==> config.mk <==
export PLATFORM = sky130hd
export DESIGN_NAME = div_seq_param
export DESIGN_NICKNAME = d
export VERILOG_FILES = /design/src/rtl/div_pkg.sv /design/src/rtl/div_step.sv /design/src/rtl/div_seq_param.sv
export SDC_FILE = /design/constraint.sdc
export NUM_CORES = 1
export LEC_CHECK = 0
export CORE_MARGIN = 1.5
export CORE_UTILIZATION = 35
export CTS_BUF_LIST = sky130_fd_sc_hd__clkbuf_8
export DETAILED_ROUTE_END_ITERATION = 10
export GPL_ROUTABILITY_DRIVEN = 0
export SLEW_MARGIN = 20
export SYNTH_ARGS = -nofsm -noshare
export SYNTH_HDL_FRONTEND = slang
export SYNTH_HIERARCHICAL = 1
export SYNTH_SLANG_ARGS = --single-unit
==> constraint.sdc <==
create_clock -name clk -period 4.5 [get_ports clk]
set_input_delay 0.9 -clock clk [delete_from_list [all_inputs] [get_ports clk]]
set_output_delay 0.9 -clock clk [all_outputs]
set_load 0.03 [all_outputs]
==> src/rtl/div_pkg.sv <==
// Shared definitions for the sequential restoring divider: FSM states,
// signed-magnitude helper and the fixed start-to-done latency.
package div_pkg;

    typedef enum logic [2:0] {
        IDLE,
        PREP,
        ITER,
        FIX,
        DONE
    } div_state_t;

    // Widest operand the magnitude helper supports.
    localparam int MAX_W       = 128;
    localparam int DEF_WIDTH   = 32;
    localparam int DIV_LATENCY = DEF_WIDTH + 3;

    function automatic int div_latency(input int w);
        return w + 3;
    endfunction

    // The caller supplies the sign bit; the most-negative value comes back
    // as 2^(w-1), which is exact in the low w bits.
    function automatic logic [MAX_W-1:0] abs_w(input logic [MAX_W-1:0] v,
                                               input logic             neg);
        return neg ? (~v + MAX_W'(1)) : v;
    endfunction

endpackage

==> src/rtl/div_step.sv <==
// One radix-2 restoring division step: shift {rem,quo} left and subtract the
// divisor magnitude when it fits.
module div_step #(
    parameter int WIDTH = 32
) (
    input  logic [WIDTH-1:0] rem,
    input  logic [WIDTH-1:0] quo,
    input  logic [WIDTH-1:0] dmag,
    output logic [WIDTH-1:0] rem_nxt,
    output logic [WIDTH-1:0] quo_nxt
);

    logic [WIDTH:0]   sh;
    logic [WIDTH-1:0] trial;

    assign sh = {rem, quo[WIDTH-1]};
    // Only used when sh >= dmag, so the difference always fits in WIDTH bits.
    assign trial = sh[WIDTH-1:0] - dmag;

    always_comb begin
        rem_nxt = sh[WIDTH-1:0];
        quo_nxt = {quo[WIDTH-2:0], 1'b0};
        if (sh >= {1'b0, dmag}) begin
            rem_nxt = trial;
            quo_nxt = {quo[WIDTH-2:0], 1'b1};
        end
    end

endmodule

==> src/rtl/div_seq_param.sv <==
// Multi-cycle signed/unsigned integer divider with start/busy/done handshake
// and fixed WIDTH+3 cycle latency; q/r/dbz are registered and held.
module div_seq_param
    import div_pkg::*;
#(
    parameter int WIDTH = 32,
    parameter int CNT_W = $clog2(WIDTH)
) (
    input  logic             clk,
    input  logic             divrst_n,
    input  logic             start,
    input  logic             signdiv,
    input  logic [WIDTH-1:0] a,
    input  logic [WIDTH-1:0] b,
    output logic             busy,
    output logic             done,
    output logic [WIDTH-1:0] q,
    output logic [WIDTH-1:0] r,
    output logic             dbz
);

    // state | meaning
    // IDLE  | waiting for start; operands captured on start
    // PREP  | form magnitudes, sign flags and zero-divisor flag
    // ITER  | one restoring step per cycle, WIDTH cycles
    // FIX   | apply result signs to quotient and remainder
    // DONE  | publish q/r/dbz and pulse done on the next edge
    div_state_t state, state_nxt;

    logic [WIDTH-1:0] a_r, b_r, bmag, rem, quo;
    logic [WIDTH-1:0] a_mag, b_mag, rem_nxt, quo_nxt;
    logic [CNT_W-1:0] cnt;
    logic             sgn_r, qneg, rneg, zero;
    logic             sa, sb;

    assign sa    = sgn_r & a_r[WIDTH-1];
    assign sb    = sgn_r & b_r[WIDTH-1];
    assign a_mag = WIDTH'(abs_w(MAX_W'(a_r), sa));
    assign b_mag = WIDTH'(abs_w(MAX_W'(b_r), sb));

    div_step #(.WIDTH(WIDTH)) u_step (
        .rem     (rem),
        .quo     (quo),
        .dmag    (bmag),
        .rem_nxt (rem_nxt),
        .quo_nxt (quo_nxt)
    );

    always_ff @(posedge clk or negedge divrst_n) begin
        if (!divrst_n) state <= IDLE;
        else           state <= state_nxt;
    end

    always_comb begin
        state_nxt = state;
        case (state)
            IDLE:    if (start) state_nxt = PREP;
            PREP:    state_nxt = ITER;
            ITER:    if (cnt == '0) state_nxt = FIX;
            FIX:     state_nxt = DONE;
            DONE:    state_nxt = IDLE;
            default: state_nxt = IDLE;
        endcase
    end

    always_ff @(posedge clk or negedge divrst_n) begin
        if (!divrst_n) begin
            a_r   <= '0;
            b_r   <= '0;
            sgn_r <= 1'b0;
            bmag  <= '0;
            rem   <= '0;
            quo   <= '0;
            cnt   <= '0;
            qneg  <= 1'b0;
            rneg  <= 1'b0;
            zero  <= 1'b0;
            q     <= '0;
            r     <= '0;
            dbz   <= 1'b0;
            done  <= 1'b0;
            busy  <= 1'b0;
        end else begin
            done <= (state == DONE);
            // A start accepted on the edge that clears done keeps busy high.
            if (state == IDLE && start) busy <= 1'b1;
            else if (done)              busy <= 1'b0;

            case (state)
                IDLE: begin
                    if (start) begin
                        a_r   <= a;
                        b_r   <= b;
                        sgn_r <= signdiv;
                    end
                end
                PREP: begin
                    rem  <= '0;
                    quo  <= a_mag;
                    bmag <= b_mag;
                    qneg <= sa ^ sb;
                    rneg <= sa;
                    zero <= (b_r == '0);
                    cnt  <= CNT_W'(WIDTH - 1);
                end
                ITER: begin
                    rem <= rem_nxt;
                    quo <= quo_nxt;
                    if (cnt != '0) cnt <= cnt - CNT_W'(1);
                end
                FIX: begin
                    quo <= qneg ? -quo : quo;
                    rem <= rneg ? -rem : rem;
                end
                DONE: begin
                    q   <= quo;
                    r   <= rem;
                    dbz <= zero;
                end
                default: ;
            endcase
        end
    end

endmodule

## Word-level counts from Yosys, hierarchy flattened

Cells that the tools add are included.

- Output and inout bits: 67
- Bits of input ports: 68
- Word-level logic and storage cells: 65
- Register bits after elaboration: 239

- Mux-type cells: 15
- Order comparisons: 1
- Equality and inequality tests: 9
- Reductions and logical operators: 13
- Add/subtract/negate cells: 6
- Bitwise gates (word level): 5

Operators by type and width:

| kind | number |
|---|---|
| 32-bit case mux with 3 select lines | 2 |
| 32-bit 2-to-1 mux | 5 |
| 32-bit by 1-bit adder with 32-bit output, second input constant | 2 |
| 32-bit negation | 2 |
| 32-bit NOT | 2 |
| 33-bit by 32-bit greater-or-equal comparator with 1-bit output | 1 |
| 32-bit logical NOT | 1 |
| 32-bit subtractor | 1 |
| 3-bit case mux with 4 select lines | 1 |
| 2-bit inequality test, second input constant | 5 |
| 5-bit case mux with 2 select lines | 1 |
| 2-bit AND reduction | 5 |
| 3-bit by 2-bit equality test with 1-bit output, second input constant | 2 |
| 3-bit 2-to-1 mux | 2 |
| 5-bit logical NOT | 1 |
| 5-bit 2-to-1 mux | 1 |
| 5-bit nonzero test | 1 |
| 5-bit by 1-bit subtractor with 5-bit output, second input constant | 1 |
| 2-bit nonzero test | 2 |
| 3-bit by 1-bit equality test with 1-bit output, second input constant | 1 |
| 3-bit equality test, second input constant | 1 |
| 3-bit logical NOT | 1 |
| 1-bit 2-to-1 mux | 3 |
| 3-bit nonzero test | 1 |
| 3 further kinds | 4 |

## Longest topological paths before layout

- Depth in word-level cells: 4
- Mapped depth: 17
- Depth with buffers taken out: 14

## Hierarchy

The synthesis kept the hierarchy.

Modules (own cells, without submodules):

| module | area each (um^2) | seq. area each (um^2) | cells an instance | times used |
|---|---|---|---|---|
| div_seq_param | 11,976.5 | 5,980.7 | 1,176 | 1 |
| div_step | 2,563.7 | 0.0 | 354 | 1 |

## Least setup slack after synthesis

No wires, ideal clock.

- Path type: register -> register
- Start: register rem[6]
- End: register rem[28]
- Buffers on the path: 2
- Clock period less this slack: 3.241 ns
- Slack: 1.259 ns
- Library setup time: 0.126 ns
- Data required time: 4.374 ns
- Cell stages (with the launch flop): 14
- Data arrival time: 3.115 ns
- Path through: dfrtp_1 > ha_1 > a21oi_2 > a211oi_1 > or3_4 > nor4b_4 > o21ai_2 > a31oi_4 > o21a_4 > inv_2 > buf_6 > buf_12 > mux2_4 > a221o_1

- Cells in the longest elaborated chain, start to end: 3
- Elaborated cells between the ends (all ways): 6
- Classes of those cells: add/sub (2); order compare (1); mux (3)

Ends and longest elaborated chain:

| what | RTL line | source |
|---|---|---|
| start, declared | div_seq_param.sv:30 | `logic [WIDTH-1:0] a_r, b_r, bmag, rem, quo;` |
| start signal, assigned | div_seq_param.sv:107 | `rem <= rem_nxt;` |
| start signal, assigned | div_seq_param.sv:113 | `rem <= rneg ? -rem : rem;` |
| 32-bit subtractor / 33-bit by 32-bit greater-or-equal comparator with 1-bit output (equally long branches) | div_step.sv:18, div_step.sv:23 |  |
| 32-bit 2-to-1 mux (*) | div_step.sv:23 | `if (sh >= {1'b0, dmag}) begin` |
| net rem_nxt[28] | div_seq_param.sv:31 | `logic [WIDTH-1:0] a_mag, b_mag, rem_nxt, quo_nxt;` |
| 32-bit case mux with 3 select lines (*) | div_seq_param.sv:89 | `case (state)` |

Mark *: on every way through the listed nets, which the timed path passes. The rest lies on a longest branch. The select of a mux whose other input is x is not followed.
A chain may end at the register's enable or synchronous reset.

## Final worst setup path

- Start: register rem[10]
- End: register rem[17]

Same word-level chain as after synthesis.

==> run_results.csv <==
group,metric,value,unit
clock_tree,clk_latency,590,ps
global_routing,grt_overflow,0,
global_routing,grt_max_degree,103,
layout,nFillCells,3991,
drt,dr.pass1.iters,8,
sta,fin_crit,3810,ps
drt,viasPerCell,5.52,
sta,maxSlewHeadroom,27.0,%
synthesis,synth_top_area_share,41.1,%
sta,finalHoldViolations,0,
synthesis,synthCells,1530,
power,power.total,15.3,mW
synthesis,synth_top_family_by_area,"compound AO/OA/AOI/OAI gates",
setup_path,slowest_delay,570,ps
setup_path,critPathLaunchType,"flip-flop",
min_path,hold_path_class,"in -> async",
placed_design,placed_cell_area,16200,sq um
die,core-area,40900,sq um
clock_tree,path_clk_slew,60,ps
drt,wl,41100,microns
synthesis,ys_types,79,
placed_design,dp.cells,2111,
power,p_per_area,892,nW/um^2
setup_path,cp-startpoint,"rem[10]",
clock_tree,cts_max_level,2,
sta,rsz0062_at_grt,"false",
setup_path,arrival,4220,ps
die,dieArea,42800,sq um
global_routing,antenna_found_initial,1,
global_routing,grt_pass1_vias,11600,
setup_path,crit_fanout,29,
synthesis,synth_area,14500,sq um
clock_tree,cts_sinks,239,
sta,whs,319,ps
drt,routedWlPerCell,18.8,microns
synthesis,synth_simple_gate_area_share,15.1,%
die,start_util,35.5,%
synthesis,yosys.area.top_type,"dfrtp_1",
setup_path,cp-end-kind,"flip-flop",
die,die_y,207,microns
global_routing,grtUsageTotal,19.3,%
setup_path,worst-path-buf-inv,1,
die,die_w,207,microns
sta,tns,0,ps
setup_path,reg2reg_from,"rem[10]",
synthesis,avgSynthCellArea,9.50,sq um
layout,nets,1730,
sta,fmax,262,MHz
synthesis,synthFlopType,"dfrtp_1",
clock_tree,cts_setup_buffers,0,
die,io_pins,135,
setup_path,cp_cell_sequence,"ha_1, nand4_1, nor3_1, o211ai_1, nor4b_4, o21ai_2, a31oi_4, o21a_4, inv_2, mux2_2, a21oi_1, o21ai_0",
synthesis,synth_area_leaders,"dfrtp_1, mux2_2, o21ai_0, nand2_1, ha_1",
drt,drc,0,
setup_path,required,4910,ps
clock_tree,cts_root_buffer,"clkbuf_8",
die,fp-row-count,74,
clock_tree,cts_resized,0,
global_routing,grt_first_pass_wirelength,65200,microns
drt,vias,12100,
synthesis,yosysSeqAreaShare,41.1,%
clock_tree,cts_buffer_depth,3,
synthesis,yosysWarnings,6,
placed_design,place_ws,683,ps
clock_tree,hold_buffers,0,
layout,final_cells,2189,
sta,fin_skew,39.7,ps
run_status,status,"finished, final reports clean",
synthesis,synth_xor_area_share,5.12,%
setup_path,reg2reg_slack,690,ps
drt,ant_nets,0,
sta,fin_crit_sh,84.7,%
placed_design,port_buffers,134,
layout,drive_gt1_share,16.7,%
layout,syn_to_final_growth,18.0,%
layout,fin_area,17200,sq um
sta,finalSetupViolations,0,
setup_path,critPathKind,"reg -> reg",
synthesis,synth_edf_count,0,
layout,utilization,41.9,%
synthesis,async_reset_ff_share,100,%
sta,maxSlewViolCount,0,
synthesis,synth_compound_area_share,16.9,%
power,p_leak,7.20,nW
synthesis,synth.area.mux_share,12.8,%
drt,drtIter0Drc,887,
run,maxCapViolations,0,
sta,worstMarginPinSlew,1090,ps
setup_path,cp_slowest_cell,"inv_2",
clock_tree,cts_buffers,43,
sta,fin_ws,688,ps
setup_path,cp_top_family,"compound AO/OA/AOI/OAI gates",
placed_design,dp_hpwl,29700,microns
power,ir_worst_vdd,0.376,mV
synthesis,ys_ff_latch,239,
clock_tree,cts_tree,"yes",
synthesis,synthAdderAreaFrac,3.32,%
synthesis,synth_fp_nets,1636,
==> final cells by class <==
| class | instances | area, sq um | area share (%) |
|---|---|---|---|
| Antenna cell | 1 | 2.50 | 0.0146 |
| Clock buffer | 50 | 688 | 4.01 |
| Clock inverter | 27 | 229 | 1.33 |
| Inverter | 69 | 259 | 1.51 |
| Multi-Input combinational cell | 1110 | 7770 | 45.3 |
| Sequential cell | 239 | 5980 | 34.9 |
| Tap cell | 532 | 666 | 3.88 |
| Timing Repair Buffer | 161 | 1560 | 9.10 |
==> registers in the layout, summed over array words and instances (netlist names) <==
register	count
a_r	32
b_r	32
bmag	32
busy	1
cnt	5
dbz	1
done	1
q	32
qneg	1
quo	32
r	32
rem	32
rneg	1
sgn_r	1
state	3
zero	1
==> path summary, 6_finish.rpt <==
check                      endpoint  depth (start not counted)
min reg2reg                bmag[21]                          2
min in group clk           bmag[21]                          2
max reg2reg                 rem[17]                         12
min                         b_r[17]                          1
max                         rem[17]                         12
max in group asynchronous     q[21]                          2
==> cells by family after synthesis <==
logic type,Yosys count
xor gates and xnor gates,85
adders and majority gates,38
DFF,239
and+or+nand+nor,440
AOI/OAI and AO/OA,384
buffers and inverters,181
muxes,163
==> cells in the final DEF, fill, tap and decap left out, types with 20 or more instances in the layout <==
cell,Yosys,routed
dfrtp_1,239,239
mux2_2,143,143
o21ai_0,136,136
clkdlybuf4s50_1,0,133
nand2_1,125,124
nor2_1,93,92
inv_1,68,78
a21oi_1,70,70
nor3_1,65,65
clkbuf_8,0,50
xor2_1,45,45
xnor2_1,40,40
ha_1,37,37
buf_4,31,26
nor4_1,25,25
nand3_1,23,23
a31oi_1,22,22
o31ai_1,20,20
==> cell usage after synthesis, types with 8 or more instances <==
master,n
mux2i_1,11
a22oi_1,12
mux2_2,143
a21o_1,17
xnor2_1,40
or3_1,18
a21oi_1,70
o31ai_1,20
a221o_1,9
nor2b_1,8
clkbuf_1,72
o21ai_0,136
or4_1,18
mux2_4,9
inv_1,68
a31oi_1,22
dfrtp_1,239
buf_4,31
and3_1,10
a221oi_1,10
xor2_1,45
nor2_1,93
nand3_1,23
a211oi_1,11
nor4_1,25
nand4_1,13
nand2_1,125
ha_1,37
nor3_1,65
o21a_1,9
==> per-layer routing <==
| metal | vias to the layer above | share of wire [%] | global-route usage, % | routed length (microns) |
|---|---|---|---|---|
| li1 | 5764 | - | - | - |
| met1 | 5881 | 49 | 28.5 | 20000 |
| met2 | 368 | 42 | 28.3 | 17500 |
| met3 | 65 | 6.5 | 3.49 | 2650 |
| met4 | 0 | 2.5 | 6.12 | 1010 |
| met5 | - | 0 | 0 | 0 |
==> report_power, final <==
group	internal, mW	switching [mW]	total (mW)	leakage, nW
combinational	3.83	4.95	8.78	3.71
clock	1.25	0.950	2.20	0.522
sequential	3.16	1.17	4.33	2.97
==> worst register-to-register path, delay by kind of cell, from the launching register on <==
kind	cells	cell delay [ps]
AOI/OAI and AO/OA	6	1000
and+or+nand+nor	3	710
buffers and inverters	1	570
DFF	1	490
adders and majority gates	1	470
muxes	1	440
Note: power is estimated with default switching activity, not from simulation.
==> variant: new RTL, same flow settings <==
Register the output `done` once more, cleared by the reset; this adds one clock of latency there. The other outputs are not delayed to match. Comments in the files are not updated.
--- a/src/rtl/div_seq_param.sv
+++ b/src/rtl/div_seq_param.sv
@@ -18,6 +18,8 @@
     output logic [WIDTH-1:0] r,
     output logic             dbz
 );
+
+    logic done_s0;
 
     // state | meaning
     // IDLE  | waiting for start; operands captured on start
@@ -78,13 +80,13 @@
             q     <= '0;
             r     <= '0;
             dbz   <= 1'b0;
-            done  <= 1'b0;
+            done_s0 <= 1'b0;
             busy  <= 1'b0;
         end else begin
-            done <= (state == DONE);
+            done_s0 <= (state == DONE);
             // A start accepted on the edge that clears done keeps busy high.
             if (state == IDLE && start) busy <= 1'b1;
-            else if (done)              busy <= 1'b0;
+            else if (done_s0)              busy <= 1'b0;
 
             case (state)
                 IDLE: begin
@@ -122,5 +124,13 @@
         end
     end
 
+    always_ff @(posedge clk or negedge divrst_n) begin
+        if (!divrst_n) begin
+            done <= '0;
+        end else begin
+            done <= done_s0;
+        end
+    end
+
 endmodule
 
Behaviour: no difference found for any inputs over 10 cycles, from zero or initial values and one cycle with divrst_n low; that may be too few to reach the edited logic, so the function may still have changed.
==> variant against the original RTL <==
Synthesized area up 1.6%; wire length up 4.2%; sequential cell count increased by 1; total power up 2.3%; setup slack got worse by 110 ps; clock skew fell by 20 ps; sequential share of layout area is 0.12 points lower; critical path depth rose by 1; final cell count is 1.3% higher; clock power shrank 7%; worst hold slack improved by 51 ps; largest cell class unchanged; design area rose by 0.75%.
==> variant: results (changes against the original RTL) <==
Outcome
  – Status: finished, final reports clean

Synth
  – Register area share after synthesis: 40.6% (-0.49 points)
  – Area contributors post-synth: dfrtp_1 (41%), mux2_2 (11%), o21ai_0 (4.7%), nand2_1 (3.3%), ha_1 (3.1%)
  – Post-Synthesis Cells: 1,565 (+2.3%)
  – Syn nets: 1,671 (+2.1%)
  – Post-synth top cells: dfrtp_1 (240), mux2_2 (145), o21ai_0 (139)
  – Yosys warning total: 6 (unchanged)
  – Count of different cell masters after synthesis: 82 (+3.8%)
  – Primary FF master, synth: dfrtp_1
  – Asr flop ratio synth: 100% (unchanged)

Cells and area
  – # diodes: 0 (-1)
  – Share of post-route cells with drive strength above 1: 15.7% (-1.0 points)
  – Fin nets: 1,757 (+1.6%)
  – # fillers: 4,078 (+2.2%)

Critical path
  – CP max stage cell: inv_2
  – Crit-path max cell delay: 580 ps
  – Arr. time, crit path: 4410 ps (+190 ps)
  – Crit Path Max Fanout: 29 (unchanged)
  – Delay-heaviest family, CP: compound AO/OA/AOI/OAI gates

Clock network
  – CTS max path bufs: 3 (unchanged)
  – Worst-path clk slew: 60 ps (about the same)
  – H-tree depth: 2 (unchanged)
  – PostCTS Resize Cnt: 0 (unchanged)
  – Setup bufs post-CTS: 0 (unchanged)
  – Clock latency at the later pin of the worst-skew pair: 600 ps
  – CTS root buf: clkbuf_8
  – Cts bufs inserted: 43 (unchanged)

Pwr
  – NetSw: 7350 uW (+4.0%)
  – Leakage dissipation: 0.00722 uW (+0.28%)
  – Worst vdd ir: 0.336 mV (-11%)

Placed design
  – Place WS: 631 ps (-52.5 ps)
  – Number of port buffers: 134 (unchanged)
  – HPWL Detailed: 30,500 um (+2.6%)
  – Cells after DPL: 2,145 (+1.6%)

Timing
  – Relative slew slack: 36.5% (+9.4 points)
  – Final slew viol count: 0 (unchanged)
  – Clock skew: 19.8 ps (-19.9 ps)

Hold path
  – Classification of the worst-slack hold path: primary input to asynchronous set/reset pin

Detailed routing
  – Wire per inst: 19.3 um (+2.8%)
  – Via density per instance: 5.55 (+0.61%)
  – DRC violation total after the first TritonRoute iteration: 999 (+13%)
  – Via count: 12,300 (+1.9%)
  – TritonRoute pass-1 iters: 5 (-3)

GRT
  – Antenna violations before repair: 1 (unchanged)
  – First-pass GRT wire length: 68,500 um (+5.0%)
  – Grt ovf: 0 (unchanged)
  – Largest net degree at the start of global routing: 120 (+17%)
  – Overall Global Routing Usage: 19.7% (+0.43 points)
variant: routing by layer:
metal / GRT usage [%] / up-vias / share of wire [%]
met5: 0 / - / 0.030
met4: 6.12 / 2 / 2.1
met3: 3.91 / 63 / 6.6
met2: 28.9 / 402 / 43
met1: 28.9 / 5988 / 49
li1: - / 5858 / -
variant: final timing paths:
path                            cells after the start     start  slack [ps]      end
max in group asynchronous                           2  divrst_n        3200  b_r[25]
worst min register to register                      0   done_s0         410     done
min in group clk                                    0   done_s0         410     done
worst min-delay path                                1  divrst_n         370     q[7]
worst max register to register                     13   rem[10]         580  rem[15]
worst max-delay path                               13   rem[10]         580  rem[15]
variant: cell type report:
class / instances / share of cell area [%]
Multi-Input combinational cell: 1139 / 46.0
Sequential cell: 240 / 34.8
Timing Repair Buffer: 159 / 9.09
Tap cell: 539 / 3.90
Clock buffer: 47 / 3.74
Inverter: 68 / 1.48
Clock inverter: 26 / 1.06
variant: cell families (layout without fill, tap and decap cells):
kind of cell | count (synthesis) | count (layout) | synth area share [%]
multiplexers | 168 | 168 | 12.9
buffers and inverters | 186 | 300 | 5.72
flip-flops | 240 | 240 | 40.6
AND/OR/NAND/NOR | 449 | 449 | 15.2
adder cells (fa/ha/maj) | 38 | 38 | 3.27
AO/OA/AOI/OAI | 396 | 396 | 17.1
XOR/XNOR | 88 | 88 | 5.22
variant: power groups by stage:
stage | Combinational (uW) | Sequential, uW | Clock, uW
after floorplan | 6490 | 4470 | 0
after global placement | 8900 | 4440 | 0
after detailed placement | 9030 | 4490 | 0
after CTS | 9080 | 4460 | 2140
after global routing | 9960 | 4640 | 2220
final | 9130 | 4460 | 2050
variant: stage by stage:
step	total power, uW	cell area, um2	util, %	hold slack (ps)
floorplan	11000	14800	-	354
global placement	13300	16500	39.4	380
detailed placement	13500	16500	39.4	376
CTS	15700	17300	41.4	400
global route	16800	17300	41.4	417
finish	15600	17300	41.4	370
